### src/rtl/core_pkg.sv
// Shared definitions for the RV32 multi-cycle core: opcode constants,
// reset instruction and the fetch FSM state type.
package core_pkg;

    localparam logic [6:0] OP_R      = 7'b0110011;
    localparam logic [6:0] OP_I      = 7'b0010011;
    localparam logic [6:0] OP_LOAD   = 7'b0000011;
    localparam logic [6:0] OP_STORE  = 7'b0100011;
    localparam logic [6:0] OP_BRANCH = 7'b1100011;
    localparam logic [6:0] OP_JAL    = 7'b1101111;
    localparam logic [6:0] OP_JALR   = 7'b1100111;
    localparam logic [6:0] OP_LUI    = 7'b0110111;
    localparam logic [6:0] OP_AUIPC  = 7'b0010111;

    // addi x0,x0,0
    localparam logic [31:0] NOP_INSTR = 32'h0000_0013;

    typedef enum logic [0:0] {
        IDLE = 1'b0,
        WAIT = 1'b1
    } fetch_state_t;

endpackage

### src/rtl/pc_next.sv
// Next-PC selection: sequential pc+4 or branch/jump target, plus the
// word-alignment check on whichever target is selected.
module pc_next
    import core_pkg::*;
(
    input  logic [31:0] pc,
    input  logic        br,
    input  logic        br_taken,
    input  logic [31:0] alu_result,
    output logic [31:0] next_pc,
    output logic        misalign
);

    always_comb begin
        // Bit 0 is always cleared so JALR targets need no separate handling.
        if (br && br_taken) begin
            next_pc = {alu_result[31:1], 1'b0};
        end else begin
            next_pc = pc + 32'd4;
        end
        misalign = next_pc[1];
    end

endmodule

### src/rtl/fetch_unit.sv
// Instruction-fetch / PC stage: owns the PC and instruction register and
// runs a single-outstanding IMEM request with a response timeout.
module fetch_unit #(
    parameter logic [31:0] RESET_PC  = 32'h0000_0000,
    parameter int          TIMEOUT   = 16,
    parameter logic [31:0] NOP_INSTR = core_pkg::NOP_INSTR
) (
    input  logic        clk,
    input  logic        rst,
    input  logic        pcW,
    input  logic        imemR,
    input  logic        br,
    input  logic        br_taken,
    input  logic [31:0] alu_result,
    input  logic [31:0] imem_rdata,
    input  logic        imem_rvalid,
    output logic        imem_req,
    output logic [31:0] imem_addr,
    output logic [31:0] pc,
    output logic [31:0] pc_plus4,
    output logic [31:0] instr,
    output logic [6:0]  opcode,
    output logic        fetch_stall,
    output logic        misalign_err,
    output logic        imem_timeout
);
    import core_pkg::*;

    localparam int CW = $clog2(TIMEOUT) + 1;

    fetch_state_t   state_reg, state_next;
    logic [31:0]    pc_reg, pc_next;
    logic [31:0]    instr_reg, instr_next;
    logic [CW-1:0]  cnt_reg, cnt_next;
    logic           pend_reg, pend_next;
    logic [31:0]    pend_pc_reg, pend_pc_next;
    logic           misalign_reg, misalign_next;
    logic           timeout_reg, timeout_next;

    logic [31:0]    target_pc;
    logic           target_misalign;
    logic           pc_write_ok;
    logic           wait_exit;

    pc_next u_pc_next (
        .pc         (pc_reg),
        .br         (br),
        .br_taken   (br_taken),
        .alu_result (alu_result),
        .next_pc    (target_pc),
        .misalign   (target_misalign)
    );

    assign pc_write_ok = pcW && !target_misalign;
    assign wait_exit   = imem_rvalid || (cnt_reg == CW'(TIMEOUT - 1));

    always_ff @(posedge clk) begin
        if (rst) begin
            state_reg    <= IDLE;
            pc_reg       <= RESET_PC;
            instr_reg    <= NOP_INSTR;
            cnt_reg      <= '0;
            pend_reg     <= 1'b0;
            pend_pc_reg  <= '0;
            misalign_reg <= 1'b0;
            timeout_reg  <= 1'b0;
        end else begin
            state_reg    <= state_next;
            pc_reg       <= pc_next;
            instr_reg    <= instr_next;
            cnt_reg      <= cnt_next;
            pend_reg     <= pend_next;
            pend_pc_reg  <= pend_pc_next;
            misalign_reg <= misalign_next;
            timeout_reg  <= timeout_next;
        end
    end

    always_comb begin
        state_next    = state_reg;
        pc_next       = pc_reg;
        instr_next    = instr_reg;
        cnt_next      = cnt_reg;
        pend_next     = pend_reg;
        pend_pc_next  = pend_pc_reg;
        misalign_next = misalign_reg | (pcW & target_misalign);
        timeout_next  = timeout_reg;
        imem_req      = 1'b0;

        case (state_reg)
            IDLE: begin
                // The request always carries the pre-update pc.
                if (pc_write_ok) begin
                    pc_next = target_pc;
                end
                if (imemR) begin
                    imem_req   = 1'b1;
                    state_next = WAIT;
                    cnt_next   = '0;
                    pend_next  = 1'b0;
                end
            end
            WAIT: begin
                cnt_next = cnt_reg + CW'(1);
                if (pc_write_ok) begin
                    pend_next    = 1'b1;
                    pend_pc_next = target_pc;
                end
                // pc is frozen while waiting so imem_addr stays stable.
                if (wait_exit) begin
                    state_next = IDLE;
                    pend_next  = 1'b0;
                    if (imem_rvalid) begin
                        instr_next = imem_rdata;
                    end else begin
                        timeout_next = 1'b1;
                    end
                    if (pc_write_ok) begin
                        pc_next = target_pc;
                    end else if (pend_reg) begin
                        pc_next = pend_pc_reg;
                    end
                end
            end
            default: state_next = IDLE;
        endcase
    end

    assign imem_addr    = pc_reg;
    assign pc           = pc_reg;
    assign pc_plus4     = pc_reg + 32'd4;
    assign instr        = instr_reg;
    assign opcode       = instr_reg[6:0];
    assign fetch_stall  = (state_reg == WAIT);
    assign misalign_err = misalign_reg;
    assign imem_timeout = timeout_reg;

endmodule

### config.mk
export PLATFORM = sky130hd
export DESIGN_NAME = fetch_unit
export DESIGN_NICKNAME = d
export VERILOG_FILES = /design/src/rtl/core_pkg.sv /design/src/rtl/pc_next.sv /design/src/rtl/fetch_unit.sv
export SDC_FILE = /design/constraint.sdc
export NUM_CORES = 1
export LEC_CHECK = 0
export CORE_MARGIN = 2
export CORE_UTILIZATION = 49
export CTS_BUF_LIST = sky130_fd_sc_hd__clkbuf_8 sky130_fd_sc_hd__clkbuf_16
export DETAILED_ROUTE_END_ITERATION = 10
export PLACE_DENSITY = 0.86
export SLEW_MARGIN = 20
export SYNTH_ARGS = -nofsm -noshare
export SYNTH_HDL_FRONTEND = slang
export SYNTH_HIERARCHICAL = 1
export SYNTH_SLANG_ARGS = --single-unit
### constraint.sdc
create_clock -name clk -period 6.6 [get_ports clk]
set_input_delay 1.32 -clock clk [delete_from_list [all_inputs] [get_ports clk]]
set_output_delay 1.32 -clock clk [all_outputs]
set_load 0.005 [all_outputs]
Yosys cells after proc, flatten, opt, wreduce, memory -nomap -nowiden --
Cells that the tools add are included.
Cells by class: reduce and logical (&&, ||, !) cells 9, muxes and demuxes 16, $add $sub $neg 2, bitwise logic cells 4, equal/unequal tests 6
Operators with widths (number):
- 32-bit 2-to-1 mux | 5
- 32-bit case mux with 2 select lines | 1
- 32-bit by 3-bit adder with 32-bit output (second input constant) | 1
- 5-bit case mux with 2 select lines | 1
- 3-bit AND reduction | 3
- 1-bit 2-to-1 mux | 6
- 3-bit by 1-bit != test with 1-bit output (second input constant) | 2
- 5-bit by 1-bit adder with 5-bit output (second input constant) | 1
- 5-bit by 4-bit equality test with 1-bit output (second input constant) | 1
- 5-bit 2-to-1 mux | 1
- 2-bit != test (second input constant) | 2
- 1-bit case mux with 2 select lines | 2
- 2-bit AND reduction | 2
- 1-bit logical AND | 2
- 2-bit by 1-bit != test with 1-bit output (second input constant) | 1
- 1-bit NOT | 2
- 1-bit AND | 1
- 1-bit logical NOT | 1
- 1-bit logical OR | 1
- 1-bit bitwise OR | 1
Word-level totals: bits of input ports 71, output and inout port bits 139, bits in registers 105, logic and storage cells 45

Depth between registers and ports, before layout --
Gate-level depths: netlist of run 1.
depth in word-level cells 7, mapped depth 10, depth with buffers taken out 7

Cells and area by module --
The synthesis of run 1 kept the hierarchy.
By module, submodules not included:
- fetch_unit | sequential area each 2102.0 um^2, area an instance 4964.8 um^2, cells an instance 636, times used 1
- pc_next | sequential area each 0.0 um^2, area an instance 948.4 um^2, cells an instance 164, times used 1

Worst setup path after synthesis of run 1 --
No wires, ideal clock.
path kind register -> output, start point register pc_reg[2] (netlist: imem_addr[2]), end point output port pc_plus4[22], required time 5280 ps, arrival time 1576 ps, path buffers 0, cell stages (with the launch flop) 6, slack 3704 ps, cells stage by stage dfxtp_1 -> ha_1 -> and4_1 -> nand4_4 -> nor3_1 -> xor2_1
On the way: longest elaborated chain between the ends 1
RTL lines:
- start, declared | line fetch_unit.sv:32 | logic [31:0] pc_reg, pc_next;
- start signal, assigned | line fetch_unit.sv:69 | pc_reg <= pc_next;
- 32-bit by 3-bit adder with 32-bit output | line fetch_unit.sv:131 | assign pc_plus4 = pc_reg + 32'd4;
- end, declared | line fetch_unit.sv:20 | output logic [31:0] pc_plus4,
No other way between the ends.

Worst setup path after layout of run 1 --
start point input port br, end point register pc_reg[16] (netlist: imem_addr[16])
On the way: longest elaborated chain between the ends 7, elaborated cells between the ends (all ways) 11, those cells by class eq/ne (2); mux (5); reduce/logical (4)
RTL lines:
- start, declared | line fetch_unit.sv:12 | input logic br,
- 1-bit logical AND * | line pc_next.sv:16 | if (br && br_taken) begin
- 32-bit 2-to-1 mux * | line pc_next.sv:16
- net target_misalign | line fetch_unit.sv:41 | logic target_misalign;
- 1-bit logical NOT * | line fetch_unit.sv:54 | assign pc_write_ok = pcW && !target_misalign;
- 1-bit logical AND * | line fetch_unit.sv:54
- 32-bit 2-to-1 mux | line fetch_unit.sv:118 | if (pc_write_ok) begin
- 32-bit 2-to-1 mux | line fetch_unit.sv:110 | if (wait_exit) begin
- 32-bit case mux with 2 select lines | line fetch_unit.sv:90 | case (state_reg)
The timed path passes the listed nets; every way through them passes the cells marked *. The select of a mux whose other input is x is not followed. A chain may end at the register's enable or synchronous reset.

==> results of run 1 <==
[routing by layer]
metal  global-route usage  routed length, um  vias to the layer above
met3              0.05685               1405                       19
met1               0.3051               6758                     2848
met2               0.4244               7945                      265
met4              0.08049                215                        0
li1                     -                  -                     2997
met5                    0                  0                        -
[cell families after synthesis]
kind of cell | share of synthesized area
xor gates and xnor gates | 0.05628
buffers and inverters | 0.1024
muxes | 0.001693
and+or+nand+nor | 0.3163
AOI/OAI and AO/OA | 0.1593
adders and majority gates | 0.008464
DFF | 0.3555
[cells in the final DEF, fill, tap and decap left out, types with 4 or more instances in the layout]
cell type,n
buf_4,8
and2_1,4
nand3b_1,4
a311oi_1,32
dfxtp_1,104
or4_1,13
nand2_1,199
o21ai_0,17
a21oi_1,67
nor2_1,66
inv_1,10
ha_1,4
a31oi_1,19
clkdlybuf4s50_1,207
clkbuf_16,9
or3_1,6
xor2_1,21
nand4_4,4
and4_1,8
nor3_1,7
nand3_1,55
xnor2_1,17
nor3b_1,4
nand4_1,7
o31ai_1,12
and3_1,7
[worst min-delay path: stages, from the launching register on]
cell and delay, ns:
dfxtp_1 0.31, nand2_1 0.05, a21oi_1 0.05
[worst min-delay path by stage]
| stage | from | cells after the start | end | slack (ns) |
|---|---|---|---|---|
| global route | instr[15] | 2 | instr[15] | 0.47 |
| global placement | instr[29] | 2 | instr[29] | 0.44 |
| CTS | instr[15] | 2 | instr[15] | 0.46 |
| floorplan | pend_pc_reg[0] | 2 | pend_pc_reg[0] | 0.44 |
| finish | instr[15] | 2 | instr[15] | 0.45 |
| detailed placement | pend_pc_reg[0] | 2 | pend_pc_reg[0] | 0.45 |
[stage by stage]
step                      setup WS (ns)  instance area (sq um)  utilization  instances  hold slack, ns
final                             2.226                   7950       0.6674       1082          0.4518
after global placement            1.937                   7662       0.6433       1066          0.4409
after floorplan                   3.704                   5913            -        800          0.4366
after detailed placement          1.895                   7662       0.6433       1066          0.4467
after global routing              1.936                   7950       0.6674       1082          0.4700
after CTS                         2.253                   7949       0.6673       1082          0.4557
[area by class of cell]
cell class	instances	area share
clock buffer	9	0.02833
timing repair buffer	215	0.2682
clock inverter	7	0.007712
tap	147	0.02313
sequential	105	0.2646
inverter	10	0.004721
multi-input combinational	589	0.4034
[power groups by stage]
stage	Clock, uW	Combinational, uW	Sequential (uW)
after floorplan	0	190	735
after global placement	0	359	749
after detailed placement	0	367	750
after CTS	527	370	736
after global routing	550	403	744
final	516	369	737
==> results.yml, run 1 <==
outcome:
  status: "finished, final reports clean"
setup_path:
  reg2reg_slack_ns: 3.70
  cpPeakStageDelay_ns: 0.84
  path_class: "primary input to flop"
  crit_family: "simple AND/OR/NAND/NOR gates"
  crit_slowest_cell: "a21oi_4"
  crit_path_end: "imem_addr[16]"
  cp.arrival_ns: 4.61
  startpoint: "br"
  cp_num_buf_inv: 2
  rr_endpoint: "imem_addr[16]"
  startpoint_type: "primary input"
  critPathRequiredTime_ns: 6.84
  ff2ff_path_depth: 7
  endpoint_kind: "flop"
  worst-path-stages: 9
  timing.rr.start: "imem_addr[1]"
  path_common_cell: "nand2_1"
  crit_fanout: 33
  crit_chain: "clkdlybuf4s50_1 > and2_1 > nand2_1 > nand2_1 > nand2b_1 > a21oi_4 > buf_4 > nor2_1 > a311oi_1"
synth:
  synthTopCellsByCount: "nand2_1 (199), dfxtp_1 (105), a21oi_1 (67)"
  synth_cell_types: 39
  ys_ff_latch: 105
  yosysMostFrequentCell: "nand2_1"
  synth-edff-count: 0
  synth_area_sq_um: 5913
  ys.flop_type: "dfxtp_1"
  yosysWarnings: 6
  syn_nets: 875
  avgSynthCellArea_sq_um: 7.391
  synth_top_cell_area_share: 0.3555
  yosys.area.top_type: "dfxtp_1"
  synthTopCellsByArea: "dfxtp_1 (36%), nand2_1 (13%), a21oi_1 (5.7%), buf_4 (5.5%), a311oi_1 (4.7%)"
  syn_inst: 800
  async_flop_share: 0
  seq_area_frac_synth: 0.3555
clock_tree:
  postCtsSetupBuffers: 0
  clock_latency_ns: 0.34
  root_buffer: "clkbuf_16"
  cts_buffers: 9
  htreeDepth: 3
  cts.path.max_buffers: 2
  post_cts_resize_count: 0
  clk_pin_slew_ns: 0.08
  cts.sinks: 105
  cts_tree: "built"
  ctsHoldBuffers: 0
timing:
  min_period_over_period: 0.6628
  grt_setup_unrepaired: "false"
  fin_setup_tns_ns: 0
  max_slew_margin: 0.2831
  clock_skew_ns: 0.008419
  hold_viol_final: 0
  finalMaxSlewViolations: 0
  tightest_slew_ns: 1.075
  timing.fmax_ghz: 0.2286
  setup_viol: 0
  period_needed_ns: 4.374
power_and_ir_drop:
  intPower_uw: 1144
  pwr-share-seq: 0.455
  p_per_area_nw_per_um2: 204.0
  power.switching_uw: 478.0
  clkPwrFrac: 0.318
  total_power_uw: 1621
  power.leakage_uw: 0.002728
  vdd_drop_max_mv: 0.1334
  power.share.combinational: 0.227
  p_sw_frac: 0.2948
floorplanning:
  dieArea_sq_um: 12960
  ioPinCount: 210
  start_util: 0.4964
  die_y_um: 113.9
  core.rowCount: 40
  die-width_um: 113.9
  core_sq_um: 11910
final_layout:
  fillerInstances: 997
  ff_latch_area_sq_um: 2103
  final_nets: 1005
  multiInputGateArea_sq_um: 3207
  area_growth_pct: 34.45
  antenna_cells: 0
  drive_above_1_share: 0.03850
job:
  max_cap_violations: 0
route:
  drcViolationCount: 0
  ant_nets: 0
  dr.pass1.iters: 7
  via_per_inst: 5.665
  dr_total_vias: 6129
  wl_per_cell_um: 15.09
  wl_um: 16320
  drt_iter0_drc: 388
global_route:
  grt_pass1_wl_um: 26560
  globalRouteOverflowTotal: 0
  grtUsageTotal: 0.2463
  grt_pass1_vias: 5665
  grt_max_degree: 106
  antenna_found_initial: 0
placement:
  routabilityCongestion: 0.7971
  io_buffers: 208
  hpwl_um: 10890
worst_hold_path:
  hp-class: "flop to flop"
Power figures use the tool's default switching activity.
==> run 2: changes to the inputs <==
- CORE_UTILIZATION: 49 -> 46
- PLACE_DENSITY: 0.86 -> 0.82
- clock period: 6.6 -> 4.5 ns (I/O delays scaled with it)
==> run 2 against run 1 <==
Compared with the run above: die area rose by 6.3%; sequential power rose by 47%; via count fell by 1.3%; clock-buffer cell count did not move; hold slack improved by 0.0014 ns; clock skew barely moved.
==> results.yml, run 2 (synthesis results as in run 1) <==
final_layout:
  drive_above_1_share: 0.03846
  area_growth_pct: 34.83
  antenna_cells: 0
  final_nets: 1007
  final_area_sq_um: 7973
  final_common_cell: "clkdlybuf4s50_1"
  layout_common_cells: "clkdlybuf4s50_1 (207), nand2_1 (199), dfxtp_1 (104)"
clock_tree:
  cts_tree: "built"
  htreeDepth: 3
  cts.path.max_buffers: 2
  cts_buffers: 9
  cts.sinks: 105
  clock_latency_ns: 0.34
  ctsHoldBuffers: 0
  postCtsSetupBuffers: 0
  clk_pin_slew_ns: 0.07
  root_buffer: "clkbuf_16"
  post_cts_resize_count: 0
floorplanning:
  dieArea_sq_um: 13780
  core.rowCount: 41
  start_util: 0.4705
  die-width_um: 117.4
  core_sq_um: 12570
  ioPinCount: 210
  die_y_um: 117.4
placement:
  io_buffers: 208
  post-place-ws_ns: 1.196
  routabilityCongestion: 0.7999
  dpl_cell_area_sq_um: 7709
  hpwl_um: 10940
power_and_ir_drop:
  power.leakage_uw: 0.002727
  vdd_drop_max_mv: 0.2047
  p_per_area_nw_per_um2: 292.2
  total_power_uw: 2329
route:
  wl_um: 16440
  dr.pass1.iters: 5
  dr_total_vias: 6052
  drt_iter0_drc: 396
  wl_per_cell_um: 14.83
  ant_nets: 0
  via_per_inst: 5.462
  drcViolationCount: 0
global_route:
  grt_max_degree: 106
  grt_pass1_vias: 5463
  grtUsageTotal: 0.2348
  antenna_found_initial: 0
  globalRouteOverflowTotal: 0
  grt_pass1_wl_um: 27390
timing:
  period_needed_ns: 3.569
  finalMaxSlewViolations: 0
  min_period_over_period: 0.7931
  grt_setup_unrepaired: "false"
  timing.fmax_ghz: 0.2802
  max_slew_margin: 0.2737
  clock_skew_ns: 0.008540
  hold_viol_final: 0
  setup_viol: 0
  tightest_slew_ns: 1.089
  fin_setup_tns_ns: 0
  setup_slack_ns: 0.9310
job:
  max_cap_violations: 0
setup_path:
  cp.arrival_ns: 2.67
  path_class: "flop to output pin"
  crit_slowest_cell: "dfxtp_1"
  cpPeakStageDelay_ns: 0.53
  startpoint_type: "flop"
  crit_fanout: 10
  crit_family: "simple AND/OR/NAND/NOR gates"
  critPathRequiredTime_ns: 3.60
  endpoint_kind: "output pin"
  crit_chain: "ha_1 > and4_1 > nand4_4 > nor3_1 > xor2_1 > clkdlybuf4s50_1"
  cp_num_buf_inv: 1
worst_hold_path:
  hp-class: "flop to flop"
outcome:
  status: "finished, final reports clean"
## run 2: cell count changes in the layout (fill, tap and decap cells not counted)
| cell | before | now |
|---|---|---|
| clkinvlp_4 | 1 | 2 |
| buf_4 | 8 | 10 |
| inv_6 | 2 | 0 |
| clkinv_2 | 1 | 2 |
| inv_1 | 10 | 11 |
| inv_8 | 2 | 0 |
## run 2: metrics by stage
step                cells  hold WS, ns    util
floorplan             800       0.4366       -
global placement     1093       0.4410  0.6133
detailed placement   1093       0.4465  0.6133
CTS                  1108       0.4553  0.6342
global route         1108       0.4713  0.6343
finish               1108       0.4532  0.6343
## run 2: final cells by class
class / instances / area, sq um
Clock inverter: 6 / 37.54
Multi-Input combinational cell: 589 / 3207
Fill cell: 1122 / 4596
Tap cell: 172 / 215.2
Clock buffer: 9 / 225.2
Sequential cell: 105 / 2103
Timing Repair Buffer: 217 / 2147
Inverter: 10 / 37.54
## run 2: final timing paths
path | start | endpoint | slack [ns] | depth (start not counted)
setup / recovery | imem_addr[3] | pc_plus4[22] | 0.93 | 6
hold / removal | instr[18] | instr[18] | 0.45 | 2
setup reg to reg | imem_addr[5] | imem_addr[31] | 1.76 | 6
hold reg to reg | instr[18] | instr[18] | 0.45 | 2
## run 2: per-layer routing
| layer | track usage | wire (um) |
|---|---|---|
| met5 | 0 | 0 |
| met2 | 0.3830 | 7803 |
| met4 | 0.06401 | 195 |
| met3 | 0.06128 | 1372 |
| met1 | 0.3080 | 7065 |
## run 2: worst reg2reg max path: stages, from the launching register on
cell	delay (ns)
dfxtp_1	0.61
and4_1	0.44
nand4_4	0.37
or4_1	0.62
a31oi_1	0.23
nand2_1	0.09
a311oi_1	0.29
## run 2: power by group
part	internal [uW]	leakage, uW	switching [uW]	total, uW
logic	311	0.00174	226	538
clock network	369	0.000128	338	708
registers	981	0.000857	103	1080
==> run 3: changes to the inputs <==
- CORE_UTILIZATION: 46 -> 41
- PLACE_DENSITY: 0.82 -> 0.77
- clock period: 4.5 -> 3.1 ns (I/O delays scaled with it)
==> run 3 against run 2 <==
Compared with the run above: first-iteration DRC count increased by 22%; clock skew is essentially flat; final cell count grew 3.1%; setup slack worse by 0.87 ns; sequential power rose by 41%; largest cell class unchanged; largest power group unchanged; highest routed layer unchanged.
==> results.yml, run 3 (synthesis results as in run 1) <==
outcome:
  status: "finished, final reports clean"
placement:
  hpwl_um: 11580
  routabilityCongestion: 0.8229
  placed_cells: 1126
  io_buffers: 208
  dpl_cell_area_sq_um: 7931
  post-place-ws_ns: 0.3675
global_route:
  globalRouteOverflowTotal: 0
  grt_max_degree: 106
  grt_pass1_wl_um: 26900
  grt_pass1_vias: 5369
  antenna_found_initial: 0
  grtUsageTotal: 0.2194
power_and_ir_drop:
  vdd_drop_max_mv: 0.5074
  intPower_uw: 2647
  pwr-share-seq: 0.417
  power.share.combinational: 0.246
  power.switching_uw: 989.5
  clkPwrFrac: 0.336
  p_sw_frac: 0.2721
  total_power_uw: 3637
  p_per_area_nw_per_um2: 437.8
  power.leakage_uw: 0.002928
final_layout:
  layout_common_cells: "clkdlybuf4s50_1 (207), nand2_1 (199), dfxtp_1 (98)"
  instances_no_fill: 1142
  area_growth_pct: 40.48
  final_area_sq_um: 8307
  antenna_cells: 0
  final_nets: 1032
  final_common_cell: "clkdlybuf4s50_1"
  drive_above_1_share: 0.07484
route:
  met1_length_um: 7498
  dr.pass1.iters: 5
  ant_nets: 0
  dr_total_vias: 6052
  highest_layer: "met4"
  drt_iter0_drc: 485
  via_per_inst: 5.299
  drcViolationCount: 0
  dr_wl_met2_um: 8014
  wl_per_cell_um: 15.00
  wl_um: 17130
  wl_met3_um: 1451
timing:
  clock_skew_ns: 0.008498
  setup_slack_ns: 0.05991
  min_period_over_period: 0.9807
  period_needed_ns: 3.040
  timing.fmax_ghz: 0.3289
  finalMaxSlewViolations: 0
  max_slew_margin: 0.2565
  hold_ws_ns: 0.4529
  hold_viol_final: 0
  grt_setup_unrepaired: "true"
  tightest_slew_ns: 1.115
  setup_viol: 0
job:
  max_cap_violations: 0
clock_tree:
  root_buffer: "clkbuf_16"
  cts.sinks: 105
  clk_pin_slew_ns: 0.07
  htreeDepth: 3
  cts.path.max_buffers: 2
  clock_latency_ns: 0.35
  cts_tree: "built"
  ctsHoldBuffers: 0
  cts_buffers: 9
setup_path:
  crit_family: "simple AND/OR/NAND/NOR gates"
  critPathRequiredTime_ns: 2.48
  path_class: "flop to output pin"
  crit_chain: "buf_4 > and4_1 > nand4_4 > nor3_1 > xor2_1 > clkdlybuf4s50_1"
  endpoint_kind: "output pin"
  crit_fanout: 9
  crit_slowest_cell: "clkdlybuf4s50_1"
  startpoint_type: "flop"
  cp_num_buf_inv: 2
  cp.arrival_ns: 2.42
  cpPeakStageDelay_ns: 0.51
floorplanning:
  die_y_um: 124.1
  start_util: 0.4227
  dieArea_sq_um: 15400
  core.rowCount: 43
  die-width_um: 124.1
  core_sq_um: 13990
  ioPinCount: 210
worst_hold_path:
  hp-class: "flop to flop"
## run 3: cell count changes in the layout (fill, tap and decap cells not counted), moves of 2 or more
cell,delta
buf_4,+23
dfxtp_1,-6
dfxtp_2,+6
nor3_1,-4
nor3_2,+4
buf_12,+2
bufinv_16,+2
clkinv_2,-2
nor4_2,-2
nor4_4,+2
## run 3: final timing paths
kind,endpoint,startpoint,slack [ns],depth (start not counted)
setup / recovery,pc_plus4[21],imem_addr[3],0.06,6
hold / removal,instr[21],instr[21],0.45,2
setup reg to reg,imem_addr[29],imem_addr[14],0.47,6
hold reg to reg,instr[21],instr[21],0.45,2
## run 3: timing repair
item	in CTS	in global routing
setup endpoints to repair	1	11
buffers inserted	0	0
hold endpoints to repair	0	0
resized for setup	1	14
## run 3: worst reg2reg max path: stages, from the launching register on
cell	delay (ns)
dfxtp_1	0.63
and4_1	0.37
nand4_4	0.33
or4_1	0.58
a31oi_1	0.29
nand2_1	0.09
a311oi_1	0.26
## run 3: final cells by class
class / count / area, sq um
multi-input cells: 589 / 3251
inverters: 10 / 37.54
repair buffers: 242 / 2360
clock buffers: 10 / 239.0
clock inverters: 6 / 83.83
fillers: 1236 / 5682
well taps: 180 / 225.2
flip-flops and latches: 105 / 2111
## run 3: power groups by stage
stage / Clock [uW] / Combinational, uW / Sequential [uW]
2_1_floorplan: 0 / 405 / 1570
3_3_place_gp: 0 / 886 / 1540
3_5_place_dp: 0 / 894 / 1540
4_1_cts: 1260 / 897 / 1510
5_1_grt: 1310 / 988 / 1530
6_report: 1220 / 896 / 1520
## run 3: through the flow
step / utilization / TNS [ns]
6_report: 0.5938 / 0
5_1_grt: 0.5938 / -0.07204
4_1_cts: 0.5902 / 0
3_5_place_dp: 0.5670 / 0
3_3_place_gp: 0.5670 / 0
2_1_floorplan: - / 0
## run 3: layer usage
metal  global-route usage  up-vias
li1                     -     3038
met1               0.2798     2776
met2               0.3624      222
met3              0.06960       16
met4              0.04916        0
met5                    0        -
